File: config.mk
export PLATFORM = sky130hd
export DESIGN_NAME = relu_backward_layer
export DESIGN_NICKNAME = d
export VERILOG_FILES = /design/src/rtl/relu_backward_layer.sv
export SDC_FILE = /design/constraint.sdc
export NUM_CORES = 1
export LEC_CHECK = 0
export ABC_AREA = 1
export BUFFER_PORTS_ARGS = -buffer_cell sky130_fd_sc_hd__buf_2
export CAP_MARGIN = 0
export CORE_MARGIN = 2
export CORE_UTILIZATION = 45
export DETAILED_ROUTE_END_ITERATION = 7
export PLACE_DENSITY = 0.77
export SLEW_MARGIN = 20
export SYNTH_ARGS = -nofsm -noshare
export SYNTH_HDL_FRONTEND = slang
export SYNTH_SLANG_ARGS = --single-unit
export TNS_END_PERCENT = 50
File: constraint.sdc
create_clock -name clk -period 2.05 [get_ports clk]
set_clock_uncertainty 0.2 [all_clocks]
set_input_delay 0.1025 -clock clk [delete_from_list [all_inputs] [get_ports clk]]
set_output_delay 0.1025 -clock clk [all_outputs]
set_load 0.01 [all_outputs]
File: src/rtl/relu_backward_layer.sv
// relu_backward_layer
// Backward-pass ReLU: the forward pass records one "input was > 0" bit per
// channel into a small circular mask store; the backward pass pops those
// masks in the same order and uses them to gate the incoming gradient. A
// single registered output stage drives the downstream gradient port.
//
// Handshake rule used on every port: a transfer happens on a rising edge
// where valid && ready are both high. A producer holding valid keeps its
// data stable until that edge. The ready outputs depend only on registered
// state, rst_n and grad_out_ready, never on any valid input.

module relu_backward_layer #(
    parameter int D_WIDTH  = 16,
    parameter int CHANNELS = 4,
    parameter int DEPTH    = 8
) (
    input  logic                          clk,
    input  logic                          rst_n,
    input  logic                          fwd_valid,
    output logic                          fwd_ready,
    input  logic [D_WIDTH*CHANNELS-1:0]   fwd_data,
    input  logic                          grad_in_valid,
    output logic                          grad_in_ready,
    input  logic [D_WIDTH*CHANNELS-1:0]   grad_in_data,
    output logic                          grad_out_valid,
    input  logic                          grad_out_ready,
    output logic [D_WIDTH*CHANNELS-1:0]   grad_out_data,
    output logic [$clog2(DEPTH+1)-1:0]    mask_count
);

    localparam int PTR_W  = (DEPTH > 1) ? $clog2(DEPTH) : 1;
    localparam int CNT_W  = $clog2(DEPTH + 1);
    localparam int DATA_W = D_WIDTH * CHANNELS;

    // Mask storage: contents are don't-care until written, so no reset.
    logic [CHANNELS-1:0] mask_mem_q [DEPTH];

    logic [PTR_W-1:0]    wr_ptr_q, wr_ptr_d;
    logic [PTR_W-1:0]    rd_ptr_q, rd_ptr_d;
    logic [CNT_W-1:0]    count_q, count_d;
    logic                out_valid_q, out_valid_d;
    logic [DATA_W-1:0]   out_data_q, out_data_d;

    logic [CHANNELS-1:0] fwd_mask;
    logic [CHANNELS-1:0] rd_mask;
    logic                push;
    logic                pop;

    // Readies come from registered state only; rst_n forces them low during reset.
    assign fwd_ready     = rst_n && (count_q != CNT_W'(DEPTH));
    assign grad_in_ready = rst_n && (count_q != '0) && (!out_valid_q || grad_out_ready);

    assign push = fwd_valid && fwd_ready;
    assign pop  = grad_in_valid && grad_in_ready;

    // The store is read at rd_ptr before any same-cycle write lands, so a
    // mask pushed this cycle is never visible to a pop until the next one.
    assign rd_mask = mask_mem_q[rd_ptr_q];

    assign grad_out_valid = out_valid_q;
    assign grad_out_data  = out_data_q;
    assign mask_count     = count_q;

    // Per-channel "strictly positive" test: sign bit clear and value nonzero.
    always_comb begin
        fwd_mask = '0;
        for (int i = 0; i < CHANNELS; i++) begin
            fwd_mask[i] = !fwd_data[D_WIDTH*i + D_WIDTH-1] &&
                          (|fwd_data[D_WIDTH*i +: D_WIDTH]);
        end
    end

    // Pointer advance with explicit wrap from DEPTH-1 back to 0.
    always_comb begin
        wr_ptr_d = wr_ptr_q;
        rd_ptr_d = rd_ptr_q;
        if (push) begin
            wr_ptr_d = (wr_ptr_q == PTR_W'(DEPTH - 1)) ? '0 : wr_ptr_q + PTR_W'(1);
        end
        if (pop) begin
            rd_ptr_d = (rd_ptr_q == PTR_W'(DEPTH - 1)) ? '0 : rd_ptr_q + PTR_W'(1);
        end
    end

    // Occupancy: simultaneous push and pop leave the count unchanged.
    always_comb begin
        count_d = count_q;
        case ({push, pop})
            2'b10:   count_d = count_q + CNT_W'(1);
            2'b01:   count_d = count_q - CNT_W'(1);
            default: count_d = count_q;
        endcase
    end

    // Output stage: load gated gradient on pop, otherwise drain or hold.
    always_comb begin
        out_valid_d = out_valid_q;
        out_data_d  = out_data_q;
        if (pop) begin
            out_valid_d = 1'b1;
            for (int i = 0; i < CHANNELS; i++) begin
                out_data_d[D_WIDTH*i +: D_WIDTH] =
                    rd_mask[i] ? grad_in_data[D_WIDTH*i +: D_WIDTH] : '0;
            end
        end else if (out_valid_q && grad_out_ready) begin
            out_valid_d = 1'b0;
        end
    end

    // Mask write on accepted forward sample.
    always_ff @(posedge clk) begin
        if (push) begin
            mask_mem_q[wr_ptr_q] <= fwd_mask;
        end
    end

    // Pointers, count and output register with asynchronous reset.
    always_ff @(posedge clk or negedge rst_n) begin
        if (!rst_n) begin
            wr_ptr_q    <= '0;
            rd_ptr_q    <= '0;
            count_q     <= '0;
            out_valid_q <= 1'b0;
            out_data_q  <= '0;
        end else begin
            wr_ptr_q    <= wr_ptr_d;
            rd_ptr_q    <= rd_ptr_d;
            count_q     <= count_d;
            out_valid_q <= out_valid_d;
            out_data_q  <= out_data_d;
        end
    end

endmodule

* Word-level counts from Yosys, hierarchy flattened *
Memory sizes are Yosys's and may differ from the RTL's.
Cells that the tools add are included.

storage, ports and cells
  register bits = 75
  latch bits = 0
  bits in writable memories = 32
  bits in read-only memories = 0
  input bits = 133
  output and inout bits = 71
  word-level logic and storage cells = 49
  memories = 1

cells by class
  $add $sub $neg = 4
  multiply operators = 0
  divide/modulo/power cells = 0
  $lt $le $gt $ge = 0
  eq/ne operators = 5
  shift operators = 0
  multiplexer cells = 11
  bitwise logic cells = 0
  reduce and logical (&&, ||, !) cells = 23

memory list
  name        words  bits a word  rd ports  clocked after Yosys merged registers in  wr ports  line  RTL
  mask_mem_q  8      4            1         0                                        1         36    logic [CHANNELS-1:0] mask_mem_q [DEPTH];

operators with widths
  kind                                                                   number
  16-bit two-way mux                                                     4
  16-bit OR reduction                                                    4
  1-bit logical AND                                                      10
  4-bit case mux with 2 select lines                                     1
  3-bit by 1-bit adder with 3-bit output, second input constant          2
  3-bit equality test, second input constant                             2
  3-bit two-way mux                                                      2
  1-bit zero test                                                        5
  4-bit by 1-bit adder with 4-bit output, second input constant          1
  1-bit two-way mux                                                      4
  4-bit inequality test, second input constant                           1
  2-bit nonzero test                                                     2
  4-bit nonzero test                                                     1
  4-bit by 1-bit subtractor with 4-bit output, second input constant     1
  2-bit by 1-bit equality test with 1-bit output, second input constant  1
  2-bit equality test, second input constant                             1
  1-bit logical OR                                                       1

* Logic depth before layout (Yosys ltp) *
  word-level depth = 6
  mapped depth = 13
  gate-level depth less buffers = 12

* Least setup slack after synthesis *
No wires, ideal clock.

  path kind = register to register
  start = register count_q[1] (netlist: mask_count[1])
  end = register count_q[3] (netlist: mask_count[3])
  library setup time = 0.116 ns
  arrival = 1.933 ns
  data required time = 1.734 ns
  slack = -0.200 ns
  stages on the path, launching flop included = 13
  buffers on the path = 1
  clock period less this slack = 2.250 ns
  cell sequence = dfrtp_1 > nor2_2 > nand3_1 > nand3_1 > buf_2 > ha_1 > ha_1 > a21oi_1 > nand2_1 > nand2_1 > nand2_1 > nand2_1 > nand2_1

on the way
  word-level cells in the longest chain between the ends = 6
  elaborated cells between the ends (all ways) = 13
  classes of those cells = 2 x add/sub; 3 x eq/ne; 1 x mux; 7 x reduce/logical

ends and longest elaborated chain
  item                                                                                   line  RTL
  start: declaration                                                                     40    logic [CNT_W-1:0] count_q, count_d;
  start signal: assignment                                                               128   count_q <= count_d;
  4-bit nonzero test                                                                     51    assign grad_in_ready = rst_n && (count_q != '0) && (!out_valid_q || grad_out_ready);
  1-bit logical AND (2 in series)                                                        51
  1-bit logical AND                                                                      54    assign pop = grad_in_valid && grad_in_ready;
  2-bit by 1-bit equality test with 1-bit output or 2-bit equality test (tied branches)  88    case ({push, pop})
  4-bit case mux with 2 select lines or 2-bit nonzero test (tied branches)               --

Several ways; a longest one is shown, not always the timed one.
A chain may end at the register's enable or synchronous reset.

* Worst setup path after layout *
  start = register out_valid_q (netlist: grad_out_valid)
  end = register count_q[2] (netlist: mask_count[2])

on the way
  word-level cells in the longest chain between the ends = 6
  elaborated cells between the ends (all ways) = 8
  classes of those cells = 2 x eq/ne; 1 x mux; 5 x reduce/logical

ends and longest elaborated chain
  item                                                                                   line  RTL
  start: declaration                                                                     41    logic out_valid_q, out_valid_d;
  start signal: assignment                                                               129   out_valid_q <= out_valid_d;
  1-bit zero test (*)                                                                    51
  1-bit logical OR (*)                                                                   51
  1-bit logical AND (*)                                                                  51
  1-bit logical AND (*)                                                                  54
  2-bit by 1-bit equality test with 1-bit output or 2-bit equality test (tied branches)  88
  4-bit case mux with 2 select lines or 2-bit nonzero test (tied branches)               --

Every way passes the cells marked *; elsewhere a longest branch is shown, timed or not.

==> flow_summary.yaml <==
sta:
  layout_setup_ws_ns: 0.0828
  relSlewSlack: 0.363
  worst_slew_pin_slew_ns: 0.955
  min_period_ns: 1.97
  hold_violations: 0
  setup_viol: 0
  clock.fmax_mhz: 508
  fin_crit_sh: 0.960
  finalMaxSlewViolations: 0
detailed_routing:
  wl_per_cell_um: 13.2
  via_per_inst: 4.76
  dr.pass1.iters: 4
  drt-initial-drc-count: 415
  drc: 0
  wl_um: 14500
  ant_nets: 0
  vias: 5214
power_and_ir_drop:
  combPwrFrac: 0.432
  p_per_area_mw_per_mm2: 1180
  irDropWorstVdd_mv: 0.544
  switching_share: 0.399
  pwr-share-clk: 0.197
  power_mw: 9.21
  power_switching_mw: 3.67
  internal-power_mw: 5.54
  p_seq_frac: 0.372
  p_leak_nw: 4.31
final_layout:
  fin_util: 0.650
  layout.nets: 1082
  drive_gt1_frac: 0.320
  syn2layout_area_growth_pct: 41.3
yosys:
  synth_fp_nets: 801
  synth_cell_types: 29
  ys_seq_elements: 107
  ys_seq_area_frac: 0.513
  syn_inst: 660
  syn_area_sq_mm: 0.00553
  synth_area_per_cell_sq_um: 8.38
  ys_warn_count: 0
hold_path:
  hold_path.class: "in2reg"
critical_path:
  worstPathArrival_ns: 2.00
  crit_type: "reg2reg"
  critPathRequiredTime_ns: 2.08
  start_kind: "flop"
  crit_fanout: 4
  endpoint_kind: "flop"
clocking:
  clkSinkCount: 107
  clockBufferDepth: 2
  insertion_delay_ns: 0.34
  numCtsBuffers: 9
  h-tree-depth: 3
  clk_pin_slew_ns: 0.07
  cts_tree: "yes"
  root_buffer: "clkbuf_16"
job:
  drv_cap: 0
floorplanning:
  die_h_um: 115
  fp.dieW_um: 115
  core_area_sq_mm: 0.0120
  dieArea_sq_mm: 0.0132
  row_count: 40
  initial_utilization: 0.460
  io_pins: 204
grt:
  grt_pass1_wl_um: 23300
  gr-total-overflow: 0
  grt_pass1_vias: 5208
  antenna_found_initial: 0
  grt_use_total: 0.221
  grt_max_degree: 132
placement:
  hpwl_um: 8930
  place_congestion: 0.775
  pre_cts_ws_ns: 0.0640
  portBuffers: 203
run_status:
  outcome: "finished, final reports clean"
[power by group through the flow]
stage	Clock (mW)	Sequential [mW]	Combinational, mW
floorplan	0	3.71	2.24
global placement	0	3.43	3.74
detailed placement	0	3.45	3.81
CTS	1.86	3.41	3.93
global route	1.94	3.51	4.43
finish	1.81	3.42	3.98
[final timing paths]
kind                            slack (ns)                           from                            end  cells after the start
max in group asynchronous             0.57                          rst_n      mask_count[0]$_DFFE_PN0P_                      3
worst max register to register        0.08     grad_out_valid$_DFFE_PN0P_      mask_count[2]$_DFFE_PN0P_                      8
worst min register to register        0.28  grad_out_data[47]$_DFFE_PN0P_  grad_out_data[47]$_DFFE_PN0P_                      2
worst min-delay path                  0.03                      fwd_valid      mask_count[0]$_DFFE_PN0P_                      4
min in group asynchronous             0.44                          rst_n      mask_count[2]$_DFFE_PN0P_                      3
worst max-delay path                  0.08     grad_out_valid$_DFFE_PN0P_      mask_count[2]$_DFFE_PN0P_                      8
[registers in the layout, summed over array words and instances, names as in the netlist]
signal and cells:
grad_out_data 64, rd_ptr_q 3, mask_mem_q 32, grad_out_valid 1, wr_ptr_q 3, mask_count 4
[cells in the final DEF, fill, tap and decap left out, drive strengths merged]
cell type / count
edfxtp: 32
diode: 2
dlygate4sd3: 71
nand4: 8
a21oi: 4
ha: 7
inv: 103
xnor2: 1
nand2: 172
nor3: 8
or2: 9
dfrtp: 75
nor2: 120
fa: 1
o21ai: 6
buf: 227
a31oi: 1
bufinv: 1
xor2: 2
clkbuf: 11
nand3: 86
clkinv: 1
[synthesized netlist by cell type]
cell / number / area share
xor2_1: 2 / 0.0032
nand3_1: 46 / 0.042
or2_1: 1 / 0.0011
nand2_2: 5 / 0.0057
edfxtp_1: 32 / 0.17
inv_2: 1 / 0.00068
a21oi_1: 3 / 0.0027
nor3_1: 8 / 0.0072
buf_4: 1 / 0.0014
inv_6: 1 / 0.0016
buf_8: 1 / 0.0027
nand2_1: 167 / 0.11
nand3_2: 39 / 0.071
xnor2_1: 1 / 0.0016
nand4_1: 8 / 0.0091
ha_1: 7 / 0.016
a21oi_2: 1 / 0.0016
dfrtp_1: 75 / 0.34
or2_0: 7 / 0.0079
fa_1: 1 / 0.0036
nor2_1: 119 / 0.081
or2_2: 1 / 0.0011
inv_1: 98 / 0.067
nor2_2: 1 / 0.0011
nand3_4: 1 / 0.0032
o21ai_0: 6 / 0.0054
buf_6: 11 / 0.022
a31oi_1: 1 / 0.0011
buf_2: 15 / 0.014
[cells by family (layout without fill, tap and decap cells)]
family,after synthesis,in the layout,share of synthesized area
AND/OR/NAND/NOR,403,403,0.343
other,0,2,0
buffers and inverters,128,414,0.109
flip-flops,107,107,0.513
AO/OA/AOI/OAI,11,11,0.0109
adder cells (fa/ha/maj),8,8,0.0195
XOR/XNOR,3,3,0.00475
[through the flow]
step | std cells | setup TNS [ns] | hold WS [ns] | instance area, sq um
2_1_floorplan | 660 | 0 | -0.393 | 5570
3_3_place_gp | 1004 | 0 | 0.188 | 6740
3_5_place_dp | 1004 | 0 | 0.179 | 6740
4_1_cts | 1091 | 0 | 0.0247 | 7770
5_1_grt | 1093 | -0.0571 | 0.0510 | 7810
6_report | 1095 | 0 | 0.0312 | 7810
[per-layer routing]
| metal | global-route usage | vias to the layer above | wire length, um |
|---|---|---|---|
| li1 | - | 2600 | - |
| met1 | 0.267 | 2383 | 5960 |
| met2 | 0.386 | 184 | 7350 |
| met3 | 0.0358 | 47 | 642 |
| met4 | 0.105 | 0 | 523 |
| met5 | 0 | - | 0 |
[critical path, stage by stage, from the launching register on]
cell and delay (ns):
dfrtp_1 0.41, a21oi_2 0.22, nand3_4 0.12, inv_4 0.08, ha_4 0.17, inv_1 0.05
fa_1 0.37, xor2_1 0.16, o21ai_1 0.07
[what timing repair did]
action	in CTS	in global routing
gates resized for setup	0	5
endpoints found under the setup margin	0	3
endpoints found under the hold margin	174	0
hold buffers	71	0
buffers inserted	0	2
[layout make-up]
type / instances / area, sq um
sequential: 107 / 2840
inverter: 100 / 383
antenna: 2 / 5.00
tap: 147 / 184
fill: 935 / 4200
timing repair buffer: 298 / 1930
clock buffer: 11 / 255
clock inverter: 5 / 65.1
multi-input combinational: 425 / 2140
Note: power is estimated with default switching activity, not from simulation.
